## config.mk

```make
export PLATFORM = sky130hd
export DESIGN_NAME = axil_master_flat
export DESIGN_NICKNAME = d
export VERILOG_FILES = /design/src/rtl/axil_if.sv /design/src/rtl/axil_master.sv /design/src/flat_wrapper.sv
export SDC_FILE = /design/constraint.sdc
export NUM_CORES = 1
export LEC_CHECK = 0
export BUFFER_PORTS_ARGS = -buffer_cell sky130_fd_sc_hd__buf_2
export CORE_UTILIZATION = 39
export CTS_CLUSTER_DIAMETER = 60
export DETAILED_ROUTE_END_ITERATION = 10
export MAX_ROUTING_LAYER = met4
export PLACE_DENSITY_LB_ADDON = 0.2
export SLEW_MARGIN = 30
export SYNTH_ARGS = -nofsm -noshare
export SYNTH_HDL_FRONTEND = slang
export SYNTH_SLANG_ARGS = --single-unit
```

## constraint.sdc

```tcl
create_clock -name clk_i -period 1.53 [get_ports clk_i]
set_input_delay 0.2295 -clock clk_i [delete_from_list [all_inputs] [get_ports clk_i]]
set_output_delay 0.2295 -clock clk_i [all_outputs]
set_load 0.01 [all_outputs]
```

## src/rtl/axil_if.sv

```systemverilog
// AXI-Lite bus bundle with clock and reset, shared by initiators (master modport)
// and targets (slave modport).
interface axil_if #(
   parameter int ADDR_WIDTH = 32,
   parameter int DATA_WIDTH = 32
) (
   input logic clk_i,
   input logic rstn_i
);
   localparam int STRB_WIDTH = DATA_WIDTH / 8;

   logic [ADDR_WIDTH-1:0] awaddr;
   logic                  awvalid;
   logic                  awready;
   logic [DATA_WIDTH-1:0] wdata;
   logic [STRB_WIDTH-1:0] wstrb;
   logic                  wvalid;
   logic                  wready;
   logic [1:0]            bresp;
   logic                  bvalid;
   logic                  bready;
   logic [ADDR_WIDTH-1:0] araddr;
   logic                  arvalid;
   logic                  arready;
   logic [DATA_WIDTH-1:0] rdata;
   logic [1:0]            rresp;
   logic                  rvalid;
   logic                  rready;

   modport master (
      input  clk_i, rstn_i,
      output awaddr, awvalid, input awready,
      output wdata, wstrb, wvalid, input wready,
      input  bresp, bvalid, output bready,
      output araddr, arvalid, input arready,
      input  rdata, rresp, rvalid, output rready
   );

   modport slave (
      input  clk_i, rstn_i,
      input  awaddr, awvalid, output awready,
      input  wdata, wstrb, wvalid, output wready,
      output bresp, bvalid, input bready,
      input  araddr, arvalid, output arready,
      output rdata, rresp, rvalid, input rready
   );
endinterface

```

## src/rtl/axil_master.sv

```systemverilog
// Single-outstanding AXI-Lite initiator: one command in, one AW/W/B or AR/R
// transaction out, one response beat back.
module axil_master #(
   parameter int ADDR_WIDTH = 32,
   parameter int DATA_WIDTH = 32,
   parameter int STRB_WIDTH = DATA_WIDTH / 8
) (
   axil_if.master                m_axil,
   input  logic                  cmd_valid_i,
   output logic                  cmd_ready_o,
   input  logic                  cmd_we_i,
   input  logic [ADDR_WIDTH-1:0] cmd_addr_i,
   input  logic [DATA_WIDTH-1:0] cmd_wdata_i,
   input  logic [STRB_WIDTH-1:0] cmd_wstrb_i,
   output logic                  rsp_valid_o,
   input  logic                  rsp_ready_i,
   output logic                  rsp_we_o,
   output logic [DATA_WIDTH-1:0] rsp_rdata_o,
   output logic [1:0]            rsp_resp_o
);

   typedef enum logic [2:0] {
      IDLE,
      WR,
      WAIT_B,
      RD,
      WAIT_R,
      RSP
   } state_t;

   state_t                r_state;
   logic [ADDR_WIDTH-1:0] r_addr;
   logic [DATA_WIDTH-1:0] r_wdata;
   logic [STRB_WIDTH-1:0] r_wstrb;
   logic                  r_awvalid;
   logic                  r_wvalid;
   logic                  r_aw_done;
   logic                  r_w_done;
   logic                  r_bready;
   logic                  r_arvalid;
   logic                  r_rready;
   logic                  r_rsp_valid;
   logic                  r_rsp_we;
   logic [DATA_WIDTH-1:0] r_rsp_rdata;
   logic [1:0]            r_rsp_resp;

   logic w_cmd_fire;
   logic w_aw_fire;
   logic w_w_fire;
   logic w_b_fire;
   logic w_ar_fire;
   logic w_r_fire;
   logic w_aw_complete;
   logic w_w_complete;

   assign cmd_ready_o   = (r_state == IDLE);
   assign w_cmd_fire    = cmd_valid_i & cmd_ready_o;
   assign w_aw_fire     = r_awvalid & m_axil.awready;
   assign w_w_fire      = r_wvalid & m_axil.wready;
   assign w_b_fire      = r_bready & m_axil.bvalid;
   assign w_ar_fire     = r_arvalid & m_axil.arready;
   assign w_r_fire      = r_rready & m_axil.rvalid;
   // A channel counts as complete if it finished earlier or is finishing now.
   assign w_aw_complete = r_aw_done | w_aw_fire;
   assign w_w_complete  = r_w_done | w_w_fire;

   assign m_axil.awaddr  = r_addr;
   assign m_axil.awvalid = r_awvalid;
   assign m_axil.wdata   = r_wdata;
   assign m_axil.wstrb   = r_wstrb;
   assign m_axil.wvalid  = r_wvalid;
   assign m_axil.bready  = r_bready;
   assign m_axil.araddr  = r_addr;
   assign m_axil.arvalid = r_arvalid;
   assign m_axil.rready  = r_rready;

   assign rsp_valid_o = r_rsp_valid;
   assign rsp_we_o    = r_rsp_we;
   assign rsp_rdata_o = r_rsp_rdata;
   assign rsp_resp_o  = r_rsp_resp;

   // NOTE: non-blocking assignments so every register updates from pre-edge values.
   always_ff @(posedge m_axil.clk_i) begin
      if (!m_axil.rstn_i) begin
         r_state     <= IDLE;
         r_addr      <= '0;
         r_wdata     <= '0;
         r_wstrb     <= '0;
         r_awvalid   <= 1'b0;
         r_wvalid    <= 1'b0;
         r_aw_done   <= 1'b0;
         r_w_done    <= 1'b0;
         r_bready    <= 1'b0;
         r_arvalid   <= 1'b0;
         r_rready    <= 1'b0;
         r_rsp_valid <= 1'b0;
         r_rsp_we    <= 1'b0;
         r_rsp_rdata <= '0;
         r_rsp_resp  <= '0;
      end else begin
         case (r_state)
            IDLE: begin
               if (w_cmd_fire) begin
                  r_addr  <= cmd_addr_i;
                  r_wdata <= cmd_wdata_i;
                  r_wstrb <= cmd_wstrb_i;
                  if (cmd_we_i) begin
                     r_awvalid <= 1'b1;
                     r_wvalid  <= 1'b1;
                     r_aw_done <= 1'b0;
                     r_w_done  <= 1'b0;
                     r_state   <= WR;
                  end else begin
                     r_arvalid <= 1'b1;
                     r_state   <= RD;
                  end
               end
            end

            WR: begin
               if (w_aw_fire) begin
                  r_awvalid <= 1'b0;
                  r_aw_done <= 1'b1;
               end
               if (w_w_fire) begin
                  r_wvalid <= 1'b0;
                  r_w_done <= 1'b1;
               end
               if (w_aw_complete && w_w_complete) begin
                  r_aw_done <= 1'b0;
                  r_w_done  <= 1'b0;
                  r_bready  <= 1'b1;
                  r_state   <= WAIT_B;
               end
            end

            WAIT_B: begin
               if (w_b_fire) begin
                  r_bready    <= 1'b0;
                  r_rsp_valid <= 1'b1;
                  r_rsp_we    <= 1'b1;
                  r_rsp_rdata <= '0;
                  r_rsp_resp  <= m_axil.bresp;
                  r_state     <= RSP;
               end
            end

            RD: begin
               if (w_ar_fire) begin
                  r_arvalid <= 1'b0;
                  r_rready  <= 1'b1;
                  r_state   <= WAIT_R;
               end
            end

            WAIT_R: begin
               if (w_r_fire) begin
                  r_rready    <= 1'b0;
                  r_rsp_valid <= 1'b1;
                  r_rsp_we    <= 1'b0;
                  r_rsp_rdata <= m_axil.rdata;
                  r_rsp_resp  <= m_axil.rresp;
                  r_state     <= RSP;
               end
            end

            RSP: begin
               // Response fields hold their captured values until consumed.
               if (rsp_ready_i) begin
                  r_rsp_valid <= 1'b0;
                  r_state     <= IDLE;
               end
            end

            default: r_state <= IDLE;
         endcase
      end
   end

endmodule

```

## src/flat_wrapper.sv

```systemverilog
// flat-port wrapper written by rule: the top's interface ports become plain ports
module axil_master_flat 
#(
   parameter int ADDR_WIDTH = 32,
   parameter int DATA_WIDTH = 32,
   parameter int STRB_WIDTH = DATA_WIDTH / 8
)
  (cmd_valid_i, cmd_ready_o, cmd_we_i, cmd_addr_i, cmd_wdata_i, cmd_wstrb_i, rsp_valid_o, rsp_ready_i, rsp_we_o, rsp_rdata_o, rsp_resp_o, clk_i, rstn_i, m_axil_awaddr, m_axil_awvalid, m_axil_awready, m_axil_wdata, m_axil_wstrb, m_axil_wvalid, m_axil_wready, m_axil_bresp, m_axil_bvalid, m_axil_bready, m_axil_araddr, m_axil_arvalid, m_axil_arready, m_axil_rdata, m_axil_rresp, m_axil_rvalid, m_axil_rready);
  axil_if #(.ADDR_WIDTH(ADDR_WIDTH), .DATA_WIDTH(DATA_WIDTH)) m_axil_i (.clk_i(clk_i), .rstn_i(rstn_i));
  input  logic cmd_valid_i;
  output logic cmd_ready_o;
  input  logic cmd_we_i;
  input  logic [ADDR_WIDTH-1:0] cmd_addr_i;
  input  logic [DATA_WIDTH-1:0] cmd_wdata_i;
  input  logic [STRB_WIDTH-1:0] cmd_wstrb_i;
  output logic rsp_valid_o;
  input  logic rsp_ready_i;
  output logic rsp_we_o;
  output logic [DATA_WIDTH-1:0] rsp_rdata_o;
  output logic [1:0] rsp_resp_o;
  input wire logic clk_i;
  input wire logic rstn_i;
  output wire logic [$bits(m_axil_i.awaddr)-1:0] m_axil_awaddr;
  output wire logic [$bits(m_axil_i.awvalid)-1:0] m_axil_awvalid;
  input wire logic [$bits(m_axil_i.awready)-1:0] m_axil_awready;
  output wire logic [$bits(m_axil_i.wdata)-1:0] m_axil_wdata;
  output wire logic [$bits(m_axil_i.wstrb)-1:0] m_axil_wstrb;
  output wire logic [$bits(m_axil_i.wvalid)-1:0] m_axil_wvalid;
  input wire logic [$bits(m_axil_i.wready)-1:0] m_axil_wready;
  input wire logic [$bits(m_axil_i.bresp)-1:0] m_axil_bresp;
  input wire logic [$bits(m_axil_i.bvalid)-1:0] m_axil_bvalid;
  output wire logic [$bits(m_axil_i.bready)-1:0] m_axil_bready;
  output wire logic [$bits(m_axil_i.araddr)-1:0] m_axil_araddr;
  output wire logic [$bits(m_axil_i.arvalid)-1:0] m_axil_arvalid;
  input wire logic [$bits(m_axil_i.arready)-1:0] m_axil_arready;
  input wire logic [$bits(m_axil_i.rdata)-1:0] m_axil_rdata;
  input wire logic [$bits(m_axil_i.rresp)-1:0] m_axil_rresp;
  input wire logic [$bits(m_axil_i.rvalid)-1:0] m_axil_rvalid;
  output wire logic [$bits(m_axil_i.rready)-1:0] m_axil_rready;
  assign m_axil_awaddr = m_axil_i.awaddr;
  assign m_axil_awvalid = m_axil_i.awvalid;
  assign m_axil_i.awready = m_axil_awready;
  assign m_axil_wdata = m_axil_i.wdata;
  assign m_axil_wstrb = m_axil_i.wstrb;
  assign m_axil_wvalid = m_axil_i.wvalid;
  assign m_axil_i.wready = m_axil_wready;
  assign m_axil_i.bresp = m_axil_bresp;
  assign m_axil_i.bvalid = m_axil_bvalid;
  assign m_axil_bready = m_axil_i.bready;
  assign m_axil_araddr = m_axil_i.araddr;
  assign m_axil_arvalid = m_axil_i.arvalid;
  assign m_axil_i.arready = m_axil_arready;
  assign m_axil_i.rdata = m_axil_rdata;
  assign m_axil_i.rresp = m_axil_rresp;
  assign m_axil_i.rvalid = m_axil_rvalid;
  assign m_axil_rready = m_axil_i.rready;
  axil_master #(.ADDR_WIDTH(ADDR_WIDTH), .DATA_WIDTH(DATA_WIDTH), .STRB_WIDTH(STRB_WIDTH)) u_core (.m_axil(m_axil_i), .cmd_valid_i(cmd_valid_i), .cmd_ready_o(cmd_ready_o), .cmd_we_i(cmd_we_i), .cmd_addr_i(cmd_addr_i), .cmd_wdata_i(cmd_wdata_i), .cmd_wstrb_i(cmd_wstrb_i), .rsp_valid_o(rsp_valid_o), .rsp_ready_i(rsp_ready_i), .rsp_we_o(rsp_we_o), .rsp_rdata_o(rsp_rdata_o), .rsp_resp_o(rsp_resp_o));
endmodule
```

==> flow_summary_export.csv, run 1 <==
group,metric,value,unit
outcome,status,"complete, but fails checks",
outcome,violations,"negative setup slack",
drt,wirelength,16200,µm
floorplanning,start_util,0.402,
cells_and_area,layout_commonest_cell,"buf_2",
timing,hold_viol_final,0,
clock_tree,ctsLongestPathBuffers,2,
cells_and_area,multiInputGateArea,1900,µm²
synthesis,synth_area_per_cell,8.27,µm²
clock_tree,cts-root-buf,"clkbuf_8",
timing,min_period_over_period,1.07,
setup_path,worstPathArrival,2030,ps
place,dpl_cell_area,5710,µm²
drt,wl_met2,8540,µm
cells_and_area,syn2layout_area_growth,81.4,%
drt,vias,5175,
floorplanning,die_area,11600,µm²
place,place_hpwl,8890,µm
drt,wire_per_inst,15.6,µm
timing,hold_ws,47.0,ps
setup_path,reg2reg_setup_slack,-110,ps
grt,grt_usage,0.257,
timing,fmax,611,MHz
grt,overflow,0,
timing,worst_slack,-107,ps
floorplanning,die_h,108,µm
clock_tree,htreeDepth,4,
place,pre_cts_slack,-57.6,ps
pwr,powerDensity,1660,nW/µm²
clock_tree,cts_num_sinks,114,
synthesis,synth_ff_type,"dfxtp_1",
timing,rsz0062_at_grt,"true",
place,gp_congestion,0.847,
grt,grt_max_degree,54,
floorplanning,coreArea,10900,µm²
setup_path,setup.worst_path.start_class,"flip-flop",
drt,drt_iter0_drc,298,
drt,wl_met1,6120,µm
floorplanning,std_cell_rows,38,
grt,grt_pass1_vias,4986,
hold_path,hp-class,"in2reg",
pwr,power,13.2,mW
timing,slew_headroom,0.717,
place,port_buffers,255,
synthesis,yosysWarningCount,0,
clock_tree,cts_tree,"built",
setup_path,cp-end-kind,"flip-flop",
synthesis,syn_inst,529,
setup_path,critPathKind,"reg2reg",
clock_tree,cts_buffers,17,
synthesis,synth_seq_cells,114,
synthesis,synthArstFlopShare,0,
cells_and_area,drive_above_1_share,0.432,
cells_and_area,final_cell_mix,"254 x buf_2, 150 x nand2_1, 111 x dfxtp_1, 101 x dlygate4sd3_1, 75 x a21oi_1",
timing,fin_skew,12.4,ps
setup_path,crit_fanout,4,
timing,setup_viol,34,
floorplanning,io_pins,256,
cells_and_area,fin_nets,1003,
grt,antenna_found_initial,1,
clock_tree,clkLatencyLatePin,520,ps
synthesis,synth_area,4370,µm²
drt,highest_layer,"met4",
setup_path,required,1930,ps
pwr,peakVddDrop,903,µV
cells_and_area,ff_latch_area,2290,µm²
cells_and_area,final_area,7940,µm²
cells_and_area,layout.cells.non_filler,1043,
floorplanning,die_w,108,µm
drt,drc_errors,0,
drt,vias_per_cell,4.96,
synthesis,synth_nets,643,
job,drv_cap,0,
drt,dr.pass1.iters,5,
drt,ant_nets,0,
cells_and_area,final_util,0.729,
synthesis,ys_seq_area_frac,0.522,
pwr,p_leak,3.72,nW
synthesis,synth_cell_types,32,
synthesis,synth_edf_count,0,
clock_tree,clkTransAtPathRegs,60,ps
timing,setup_tns,-1280,ps
timing,worst_pin_slew,421,ps
timing,drv_slew,0,
timing,fin_crit,1640,ps
place,dp.cells,883,
grt,grt_first_pass_wirelength,22700,µm
cells_and_area,fillCellCount,774,
drt,wl_met3,1160,µm
-- cell families after synthesis --
logic type,count (synthesis),share of synthesized area
muxes,3,0.00687
and+or+nand+nor,210,0.194
AOI/OAI and AO/OA,130,0.178
DFF,114,0.522
buffers and inverters,72,0.0995
-- power by group --
part / switching (mW) / leakage (nW) / internal [mW]
clock network: 1.34 / 0.285 / 2.68
registers: 0.328 / 0.932 / 3.50
logic: 2.70 / 2.51 / 2.64
-- final timing paths --
kind	startpoint	endpoint	cells after the start
worst max register to register	u_core.r_state[0]$_SDFFE_PN0P_	u_core.rsp_rdata_o[28]$_SDFFE_PN0P_	8
worst max-delay path	u_core.r_state[0]$_SDFFE_PN0P_	u_core.rsp_rdata_o[28]$_SDFFE_PN0P_	8
worst min register to register	u_core.m_axil.wstrb[2]$_SDFFE_PN0P_	u_core.m_axil.wstrb[2]$_SDFFE_PN0P_	2
worst min-delay path	m_axil_bvalid	u_core.m_axil.bready$_SDFFE_PN0P_	4
-- layout make-up --
cell class	count	share of cell area
diodes	1	0.000315
well taps	140	0.0221
flip-flops and latches	114	0.289
repair buffers	410	0.373
multi-input cells	344	0.239
clock buffers	22	0.0558
clock inverters	10	0.0199
inverters	2	0.00110
-- repair_timing --
action | in CTS | in global routing
hold buffers | 101 | 0
setup endpoints to repair | 71 | 97
pin swaps | 4 | 27
endpoints found under the hold margin | 101 | 0
resized for setup | 19 | 43
cloned | 1 | 11
buffers inserted | 7 | 7
-- synth_stat cells, types with 3 or more instances --
library cell,instances,area share
a21oi_1,79,0.090
a22oi_1,33,0.057
a311oi_1,4,0.0080
buf_2,15,0.017
buf_4,33,0.057
buf_6,3,0.0077
clkbuf_1,17,0.015
dfxtp_1,114,0.52
mux2i_1,3,0.0069
nand2_1,152,0.13
nand2b_1,4,0.0057
nor2_1,39,0.033
nor3_1,5,0.0057
o21ai_0,4,0.0046
-- sequential cells by signal, summed over array words and instances, names as in the netlist --
| signal | flops |
|---|---|
| u_core.r_w_done | 1 |
| u_core.m_axil.awvalid | 1 |
| u_core.r_state | 3 |
| u_core.rsp_rdata_o | 32 |
| u_core.rsp_we_o | 1 |
| u_core.m_axil.wdata | 32 |
| u_core.m_axil.bready | 1 |
| u_core.m_axil.wstrb | 4 |
| u_core.m_axil.araddr | 32 |
| u_core.rsp_valid_o | 1 |
| u_core.r_aw_done | 1 |
| u_core.m_axil.arvalid | 1 |
| u_core.rsp_resp_o | 2 |
| u_core.m_axil.rready | 1 |
| u_core.m_axil.wvalid | 1 |
-- critical path, cell delays in order (launching register included) --
cell	delay, ps
dfxtp_4	340
buf_4	150
nor3b_4	230
a22oi_2	120
and2_4	210
buf_4	140
buf_4	130
a22oi_2	160
nor2_1	50
-- routing by layer --
metal  GRT usage  up-vias
met4       0.121        0
met5           -        -
met1       0.268     2437
met3      0.0787       36
met2       0.442      236
li1            -     2466
Note: power is estimated with default switching activity, not from simulation.
==> run 2, diff against run 1 <==
SETUP_SLACK_MARGIN = 0.3   (was default)
==> run 2 against run 1 <==
Against the previous run:
- the run now fails in 5_1_grt
- synthesized cell count stayed put
- area after synthesis stayed put
==> flow_summary_export.csv, run 2 <==
group,metric,value,unit
place,dp.cells,879,
clock_tree,ctsLongestPathBuffers,2,
synthesis,synth_nets,643,
clock_tree,cts_num_sinks,114,
synthesis,synth_area,4370,µm²
synthesis,synth.area.top_cells,"dfxtp_1 52%, nand2_1 13%, a21oi_1 9.0%, a22oi_1 5.7%, buf_4 5.7%",
synthesis,syn_inst,529,
grt,grt_max_degree,37,
synthesis,ys_seq_area_frac,0.522,
floorplanning,die_w,108,µm
synthesis,synth_ff_type,"dfxtp_1",
synthesis,synth_area_per_cell,8.27,µm²
outcome,failing_step,"5_1_grt",
synthesis,synth_most_common_cell,"nand2_1",
clock_tree,htreeDepth,4,
place,port_buffers,255,
outcome,status,"aborted with a tool error",
floorplanning,std_cell_rows,38,
synthesis,synth_cell_types,32,
floorplanning,die_h,108,µm
outcome,stop_error,"[ERROR DPL-0038] Utilization greater than 100%, impossible to legalize",
floorplanning,io_pins,256,
synthesis,yosysWarningCount,0,
synthesis,synthArstFlopShare,0,
synthesis,synth_seq_cells,114,
synthesis,synth_top_area_frac,0.522,
synthesis,yosys.area.top_type,"dfxtp_1",
synthesis,synthTopCellsByCount,"152 x nand2_1, 114 x dfxtp_1, 79 x a21oi_1",
place,place_hpwl,8610,µm
timing,worstEndpointType,"register input",
place,gp_congestion,0.800,
synthesis,synth_edf_count,0,
clock_tree,cts_buffers,17,
clock_tree,cts-root-buf,"clkbuf_8",
timing,grt-worst-endpoint,"u_core.rsp_rdata_o[16]$_SDFFE_PN0P_/D",
floorplanning,start_util,0.402,
run 2: cell counts after synthesis:
Identical to the previous run, type by type.
run 2: cells by family after synthesis:
| kind of cell | synth area share |
|---|---|
| AND/OR/NAND/NOR | 0.194 |
| AO/OA/AOI/OAI | 0.178 |
| buffers and inverters | 0.0995 |
| multiplexers | 0.00687 |
| flip-flops | 0.522 |
run 2: through the flow:
stage / TNS, ps / area, µm² / setup WS [ps]
floorplan: -1780 / 4410 / -59.9
global placement: -3.16 / 5690 / -3.16
detailed placement: -1620 / 5690 / -72.9
CTS: -116 / 8690 / -20.4
run 2: repair_timing:
item / 4_1_cts
setup buffers: 23
hold buffers: 102
resized for setup: 233
pin swaps: 30
endpoints found under the setup margin: 207
cloned: 13
endpoints found under the hold margin: 102
==> run 3, diff against run 2 <==
CORE_UTILIZATION = 37   (was 39)
CTS_CLUSTER_DIAMETER = default   (was 60)
MAX_ROUTING_LAYER = default   (was met4)
PLACE_DENSITY_LB_ADDON = 0.15   (was 0.2)
SETUP_SLACK_MARGIN = default   (was 0.3)
clock period = 1.99 ns   (was 1.53 ns; I/O delays follow)
==> run 3 against run 2 <==
Against the previous run:
- the run now ends clean
==> flow_summary_export.csv, run 3 (synthesized netlist as in run 1, its figures left out) <==
group,metric,value,unit
floorplanning,die_w,111,µm
setup_path,required,1690,ps
setup_path,worstPathArrival,1470,ps
timing,drv_slew,0,
timing,setup_tns,0,ps
place,pre_cts_slack,284,ps
setup_path,crit_fanout,12,
pwr,p_leak,3.00,nW
timing,worst_pin_slew,435,ps
clock_tree,cts_buffers,17,
timing,hold_viol_final,0,
setup_path,path_cells,"buf_4 -> nor3_1 -> buf_4 -> buf_2",
pwr,power,8.52,mW
timing,setup_viol,0,
floorplanning,coreArea,11500,µm²
floorplanning,io_pins,256,
timing,min_period_over_period,0.890,
grt,grt_pass1_vias,3997,
hold_path,hp-class,"in2reg",
drt,wire_per_inst,13.1,µm
place,dpl_cell_area,5580,µm²
timing,worst_slack,219,ps
drt,drt_iter0_drc,202,
clock_tree,cts_resized,0,
setup_path,worst-path-buf-inv,3,
grt,overflow,0,
cells_and_area,drive_above_1_share,0.407,
outcome,status,"finished clean",
grt,grt_first_pass_wirelength,19500,µm
clock_tree,postCtsHoldBufs,0,
drt,dr.pass1.iters,4,
drt,vias,4340,
cells_and_area,final_area,6170,µm²
clock_tree,ctsLongestPathBuffers,2,
place,gp_congestion,0.782,
setup_path,setup.worst_path.start_class,"flip-flop",
drt,vias_per_cell,4.80,
floorplanning,std_cell_rows,39,
cells_and_area,num_antenna_cells,0,
clock_tree,htreeDepth,4,
cells_and_area,syn2layout_area_growth,41.0,%
job,drv_cap,0,
cells_and_area,final_util,0.538,
floorplanning,die_area,12300,µm²
setup_path,r2r_start,"u_core.r_state[0]$_SDFFE_PN0P_",
setup_path,crit_family,"buffers and inverters",
place,port_buffers,255,
clock_tree,cts_setup_buffers,0,
setup_path,critPathKind,"reg2out",
drt,drc_errors,0,
cells_and_area,layout_commonest_cell,"buf_2",
setup_path,cp-end-kind,"output pin",
floorplanning,die_h,111,µm
grt,antenna_found_initial,0,
drt,wirelength,11900,µm
setup_path,critPathMostFrequentCell,"buf_4",
clock_tree,cts_num_sinks,114,
timing,fmax,565,MHz
grt,grt_max_degree,52,
timing,rsz0062_at_grt,"false",
setup_path,critical_path.max_stage_delay,360,ps
place,place_hpwl,8450,µm
cells_and_area,final_cell_mix,"255 x buf_2, 151 x nand2_1, 114 x dfxtp_1, 79 x a21oi_1, 39 x nor2_1",
setup_path,cp-startpoint,"u_core.r_state[1]$_SDFFE_PN0P_",
grt,grt_usage,0.198,
timing,slew_headroom,0.710,
clock_tree,clkLatencyLatePin,410,ps
pwr,powerDensity,1380,nW/µm²
clock_tree,clkTransAtPathRegs,50,ps
pwr,peakVddDrop,583,µV
clock_tree,cts_tree,"built",
timing,fin_crit,1770,ps
hold_path,hold_start,"cmd_addr_i[19]",
setup_path,cp_slowest_cell,"dfxtp_1",
timing,fin_skew,5.83,ps
cells_and_area,fin_nets,865,
drt,ant_nets,0,
floorplanning,start_util,0.381,
clock_tree,cts-root-buf,"clkbuf_16",
-- run 3: area by class of cell --
type / count / area [µm²]
Sequential cell: 114 / 2280
Clock inverter: 11 / 138
Inverter: 2 / 8.76
Timing Repair Buffer: 273 / 1450
Fill cell: 1125 / 5300
Tap cell: 143 / 179
Clock buffer: 19 / 453
Multi-Input combinational cell: 343 / 1660
-- run 3: stage by stage --
stage	hold WS (ps)	std cells
2_1_floorplan	415	529
6_report	125	905
4_1_cts	103	905
3_3_place_gp	438	875
5_1_grt	121	905
3_5_place_dp	444	875
-- run 3: worst register-to-register path: cells and delay by family (launching register included) --
kind | cells | cell delay (ps)
flip-flops | 1 | 580
AO/OA/AOI/OAI | 2 | 270
buffers and inverters | 1 | 320
AND/OR/NAND/NOR | 3 | 420
-- run 3: worst paths after layout --
check | endpoint | slack, ps | depth (start not counted)
worst max-delay path | cmd_ready_o | 220 | 4
worst min-delay path | u_core.m_axil.araddr[19]$_SDFFE_PN0P_ | 130 | 3
worst max register to register | u_core.rsp_we_o$_SDFFE_PN0P_ | 270 | 6
worst min register to register | u_core.m_axil.wdata[1]$_SDFFE_PN0P_ | 450 | 2
-- run 3: metal layers --
layer | global-route usage | vias up | wire (µm) | part of all wire
met2 | 0.336 | 193 | 5820 | 0.49
met1 | 0.226 | 1957 | 4960 | 0.42
li1 | - | 2175 | - | -
met5 | 0 | - | 0 | 0
met3 | 0.0711 | 15 | 920 | 0.078
met4 | 0.0782 | 0 | 165 | 0.014
-- run 3: power breakdown --
part	internal, mW	total [mW]	switching, mW
registers	2.68	2.94	0.261
clock network	2.00	3.03	1.02
logic	1.05	2.56	1.51
total	5.73	8.52	2.79
